### config.mk
export PLATFORM = sky130hd
export DESIGN_NAME = mic_clock_gen
export DESIGN_NICKNAME = d
export VERILOG_FILES = /design/src/rtl/mic_clock_gen.sv
export SDC_FILE = /design/constraint.sdc
export NUM_CORES = 1
export LEC_CHECK = 0
export BUFFER_PORTS_ARGS = -buffer_cell sky130_fd_sc_hd__buf_2
export CORE_UTILIZATION = 28
export CTS_CLUSTER_DIAMETER = 50
export CTS_CLUSTER_SIZE = 14
export DETAILED_ROUTE_END_ITERATION = 6
export PLACE_DENSITY_LB_ADDON = 0.25
export SLEW_MARGIN = 20
export SYNTH_ARGS = -nofsm -noshare
export SYNTH_HDL_FRONTEND = slang
export SYNTH_SLANG_ARGS = --single-unit
### constraint.sdc
create_clock -name clk -period 4.5 [get_ports clk]
set_clock_uncertainty 0.15 [all_clocks]
set_input_delay 0.225 -clock clk [delete_from_list [all_inputs] [get_ports clk]]
set_output_delay 0.225 -clock clk [all_outputs]
set_load 0.005 [all_outputs]
### src/rtl/mic_clock_gen.sv
`timescale 1ns/1ps
// mic_clock_gen: PDM mic clock, DDR capture strobes, lr_clk and frame
// strobe, all phase-locked to one hc/mc counter chain.
//   in : clk, rst (async active-low), en, div_half[DIV_W]
//   out: mic_clk, mic_rise, mic_fall, lr_clk, frame_stb, running
module mic_clock_gen #(
  parameter int DECIM = 64,
  parameter int DIV_W = 8
) (
  input  logic             clk,
  input  logic             rst,
  input  logic             en,
  input  logic [DIV_W-1:0] div_half,
  output logic             mic_clk,
  output logic             mic_rise,
  output logic             mic_fall,
  output logic             lr_clk,
  output logic             frame_stb,
  output logic             running
);

  localparam int MC_W = $clog2(DECIM);
  localparam logic [MC_W-1:0] MC_LAST = MC_W'(DECIM - 1);
  localparam logic [MC_W-1:0] MC_HALF = MC_W'(DECIM / 2);

  typedef enum logic [1:0] {
    IDLE,
    RUN,
    DRAIN
  } state_t;

  state_t           state;
  logic [DIV_W-1:0] div_q;
  logic [DIV_W-1:0] hc;
  logic [MC_W-1:0]  mc;

  logic [DIV_W-1:0] div_sel;
  logic [MC_W-1:0]  mc_nxt;
  logic             hc_end;
  logic             mc_last;
  logic             bnd;

  always_comb begin
    div_sel = (div_half == '0) ? DIV_W'(1) : div_half;
    hc_end  = (hc == div_q - DIV_W'(1));
    mc_last = (mc == MC_LAST);
    mc_nxt  = mc_last ? '0 : mc + MC_W'(1);
    // frame boundary: falling toggle that wraps mc
    bnd     = hc_end & mic_clk & mc_last;
  end

  always_ff @(posedge clk or negedge rst) begin
    if (!rst) begin
      state     <= IDLE;
      div_q     <= DIV_W'(1);
      hc        <= '0;
      mc        <= '0;
      mic_clk   <= 1'b0;
      mic_rise  <= 1'b0;
      mic_fall  <= 1'b0;
      lr_clk    <= 1'b0;
      frame_stb <= 1'b0;
      running   <= 1'b0;
    end else begin
      mic_rise  <= 1'b0;
      mic_fall  <= 1'b0;
      frame_stb <= 1'b0;
      case (state)
        IDLE: begin
          hc <= '0;
          mc <= '0;
          if (en) begin
            state     <= RUN;
            div_q     <= div_sel;
            mic_clk   <= 1'b0;
            lr_clk    <= 1'b0;
            frame_stb <= 1'b1;
            running   <= 1'b1;
          end
        end
        default: begin
          if (hc_end) begin
            hc      <= '0;
            mic_clk <= ~mic_clk;
            if (!mic_clk) begin
              mic_rise <= 1'b1;
            end else begin
              mic_fall <= 1'b1;
              mc       <= mc_nxt;
              lr_clk   <= (mc_nxt >= MC_HALF);
              if (mc_last) begin
                frame_stb <= 1'b1;
                div_q     <= div_sel;
              end
            end
          end else begin
            hc <= hc + DIV_W'(1);
          end
          state <= en ? RUN : DRAIN;
          // drained to the frame end: stop cleanly,
          // the final mic_fall strobe still marks the edge
          if (state == DRAIN && bnd && !en) begin
            state     <= IDLE;
            hc        <= '0;
            mc        <= '0;
            mic_clk   <= 1'b0;
            lr_clk    <= 1'b0;
            frame_stb <= 1'b0;
            running   <= 1'b0;
          end
        end
      endcase
    end
  end

endmodule

# After elaboration in Yosys (flattened, before gate mapping)
# Index checks and enable logic that the tools add are counted.
# word_totals
out_inout_bits	6
in_bits	11
register_bits	30
# op_classes
bitwise_logic	3
n_reduce_logical	16
n_lt_le_gt_ge	1
n_addsub	3
mux	41
n_eq_ne	4
# op_table
operator	n
two-way mux 8 bit	9
two-way mux 6 bit	5
two-way mux 1 bit	23
adder 8 x 1 -> 8 bit (second input constant)	1
== test 8 bit	1
zero test 8 bit	1
two-way mux 2 bit	4
nonzero test 2 bit	4
subtractor 8 x 1 -> 8 bit (second input constant)	1
adder 6 x 1 -> 6 bit (second input constant)	1
== test 6 bit (second input constant)	1
greater-or-equal comparator 6 bit (second input constant)	1
AND reduction 2 bit	3
nonzero test 3 bit	2
AND reduction 4 bit	1
AND reduction 3 bit	1
bitwise AND 1 bit	2
== test 2 bit (second input constant)	1
logical AND 1 bit	2
zero test 2 bit	1
!= test 2 bit (second input constant)	1
zero test 1 bit	1
NOT 1 bit	1

# Longest topological paths before layout
# logic_depth
depth_word	8
mapped_depth	9
ltp_nobuf	8

# Least setup slack after synthesis
# Ideal clock, no wire load.
# synth_timing
path_type	reg-to-reg
startpoint	register div_q[2]
endpoint	register running
n_path_buf	1
setup_slack_ns	1.973
stages_incl_launch_ff	8
t_required_ns	4.220
arrival_time_ns	2.247
cell_sequence	dfrtp_1 or4_4 nor4_2 a311oi_1 a2111o_1 buf_2 o41ai_1 a21oi_1
# synth_via
elab_chain_cells	8
# synth_lines
item	line_no	source
from (decl)	33	logic [DIV_W-1:0] div_q;
from (signal assigned)	74	div_q <= div_sel;
from (signal assigned)	93	div_q <= div_sel;
subtractor 8 x 1 -> 8 bit	45	hc_end = (hc == div_q - DIV_W'(1));
== test 8 bit	45	
bitwise AND 1 bit (2 in a row)	49	bnd = hc_end & mic_clk & mc_last;
logical AND 1 bit (2 in a row)	102	if (state == DRAIN && bnd && !en) begin
nonzero test 2 bit (no line)	-	
AND reduction 2 bit (no line)	-	
to (signal assigned)	63	running <= 1'b0;
to (signal assigned)	78	running <= 1'b1;
to (signal assigned)	109	running <= 1'b0;
to (decl)	19	output logic running
# No other way between the ends.
# A chain may end at the register's enable or synchronous reset.

# Worst setup path in the final report
# layout_timing
startpoint	register div_q[0]
endpoint	register lr_clk
# layout_via
elab_chain_cells	8
elab_cells_between_ends	11
# layout_lines
item	line_no	source
subtractor 8 x 1 -> 8 bit (*)	45	
== test 8 bit (*)	45	
bitwise AND 1 bit (2 in a row)	49	
logical AND 1 bit (2 in a row)	102	
nonzero test 3 bit (no line) / two-way mux 1 bit (equally long branches)	-	
AND reduction 3 bit (no line) / two-way mux 1 bit (equally long branches)	-	
to (signal assigned)	90	lr_clk <= (mc_nxt >= MC_HALF);
to (decl)	17	output logic lr_clk,
# Every way passes the cells marked *; elsewhere a longest branch is shown, timed or not.

==> results.cfg <==
[run_status]
status = complete, no violations

[critical_path]
cp_max_fo = 16
required_ns = 4.54
worst_setup_path_end_kind = flop
start_kind = flop
path_depth = 8
max_stage_delay_ns = 0.58
cp.buffers_inverters = 1
cp_top_family = compound AO/OA/AOI/OAI gates
ff2ff_path_depth = 8
cp_cell_sequence = inv_1 > ha_1 > xor2_1 > nand3_1 > a211o_1 > a2111o_1 > or4_1 > o21ai_0
cp_slowest_cell = dfstp_2
arrival_ns = 2.88
critical_path_class = reg2reg

[pwr]
swShare_pct = 30.0
power_switching_mw = 0.216
p_total_mw = 0.721
pwr-share-seq_pct = 48.7
peakVddDrop_uv = 149
static-leakage-power_nw = 0.827
combPwrFrac_pct = 20.7
power_density_nw_per_um2 = 388
power.internal_mw = 0.505
clockPowerShare_pct = 30.7

[sta]
fmax_mhz = 352
slew_viol_final = 0
worst_hold_slack_ns = 0.0131
setup_viol = 0
fin_crit_sh_pct = 63.2
timing_worst_slew_pin_value_ns = 0.688
slew_headroom_pct = 54.1
grt_setup_unrepaired = no
hold_viol_final = 0
setup_tns_ns = 0
min_period_ns = 2.84
fin_ws_ns = 1.66

[synth]
synthArstFlopShare_pct = 100
synth_cell_types = 41
synth_flop_cell = dfrtp_1
synthTopCellsByCount = 29 x dfrtp_1, 14 x nor2_1, 10 x a21oi_1, 9 x nand3_1, 9 x xor2_1
netlist.area_leader.share_pct = 45.0
synth_area_leaders = dfrtp_1 45%, mux2_2 4.9%, xor2_1 4.9%
syn_area_um2 = 1610
synth_top_area_cell = dfrtp_1
synth_edf_count = 0
ys_seq_elements = 30
synth.avg_cell_area_um2 = 10.0
synth.net_count = 175
ys_seq_area_share_pct = 46.7
syn_inst = 161
ys.warnings.count = 0
yosysMostFrequentCell = dfrtp_1

[drt]
wire_per_inst_um = 12.6
first_pass_iters = 4
vias = 1197
drc = 0
viasPerCell = 4.75
first_iter_violations = 33
ant_nets = 0
routed_wirelength_um = 3170

[global_routing]
overflow = 0
gr-usage-met2_pct = 18.6
busiest_layer = met2
met1_usage_pct = 14.4
grt_pass1_wl_um = 5380
grt_pass1_vias = 1167
grt.total_usage_pct = 11.4
grt_max_degree = 31
grt_antenna_before_repair = 0
use_met3_pct = 2.94

[clocking]
cts_tree = yes
clock_latency_ns = 0.28
post_cts_resized = 0
htree_levels = 2
hold_buffers = 1
cts_root_buf = clkbuf_8
clk_path_buf_depth = 2
path_clk_slew_ns = 0.06
post_cts_buffers = 0
cts_buffers = 5
clock_sinks = 30

[flow_run]
maxCapViolCount = 0

[final_layout]
drive_gt1_share_pct = 20.6
syn2layout_area_growth_pct = 15.2
stdcell_area_um2 = 1860
fin_util_pct = 33.5
fin_cells = 252
finalNetCount = 193
n_antenna_cell = 0

[die]
core_um2 = 5540
ios = 17
fp.dieH_um = 77.9
die_w_um = 77.9
initial_core_util_pct = 29.1
dieArea_um2 = 6060
fp-row-count = 27

[min_path]
min_path_cells = 1
hp-class = in2reg

[place]
pre_cts_slack_ns = 1.66
postPlaceCellArea_um2 = 1760
place_congestion = 0.760
dp_cells = 243
dp_hpwl_um = 2310
io_buffer_count = 16
[kinds of logic after synthesis]
logic type               Yosys count  share of synthesized area [%]
XOR/XNOR                          14                           8.46
flip-flops                        30                           46.7
buffers and inverters             14                           3.49
AO/OA/AOI/OAI                     30                           12.7
adder cells (fa/ha/maj)            3                           2.33
AND/OR/NAND/NOR                   61                           20.3
multiplexers                       9                           6.13
[sequential cells by signal, indices dropped and copies added, names as in the netlist]
| signal | flops |
|---|---|
| div_q | 8 |
| hc | 8 |
| mc | 6 |
| state | 2 |
| frame_stb | 1 |
| lr_clk | 1 |
| mic_clk | 1 |
| mic_fall | 1 |
| mic_rise | 1 |
| running | 1 |
[per-layer routing]
| layer | vias up | wire, um |
|---|---|---|
| met5 | - | 0 |
| met2 | 15 | 1530 |
| met3 | 4 | 98 |
| met1 | 567 | 1510 |
| met4 | 0 | 33 |
| li1 | 611 | - |
[placed cells by master (no fill, tap or decap), types with 2 or more instances in the layout]
cell type and count:
dfrtp_1 29, buf_2 16, nor2_1 14, a21oi_1 10
xor2_1 9, nand3_1 9, inv_1 8, nand2_1 7
mux2_2 7, nor3_1 6, and3_1 6, o21ai_0 6
or3_1 6, clkbuf_8 6, xnor2_1 4, or2_2 3
ha_1 3, nor3b_1 2, nand2b_1 2, a31oi_1 2
mux2i_1 2
[power groups by stage]
stage	logic (mW)	registers [mW]	clock network, mW
after global placement	0.149	0.357	0
after CTS	0.152	0.352	0.230
after floorplan	0.124	0.338	0
after global routing	0.169	0.358	0.243
after detailed placement	0.150	0.357	0
final	0.149	0.351	0.221
[final cells by class]
| cell class | instances | area, um2 |
|---|---|---|
| multi-input combinational | 117 | 803 |
| timing repair buffer | 17 | 90.1 |
| sequential | 30 | 752 |
| clock buffer | 7 | 86.3 |
| inverter | 8 | 30.0 |
| tap | 72 | 90.1 |
| fill | 583 | 3680 |
| clock inverter | 1 | 5.00 |
[final timing paths]
| kind | from | end | slack (ns) |
|---|---|---|---|
| hold reg to reg | state[1] | running | 0.35 |
| setup reg to reg | div_q[0] | lr_clk | 1.66 |
| setup / recovery | div_q[0] | lr_clk | 1.66 |
| hold / removal | en | state[0] | 0.01 |
| max in group asynchronous | rst | mc[5] | 3.38 |
| min in group asynchronous | rst | hc[3] | 0.37 |
No activity file was read; power rests on OpenSTA's default activity.
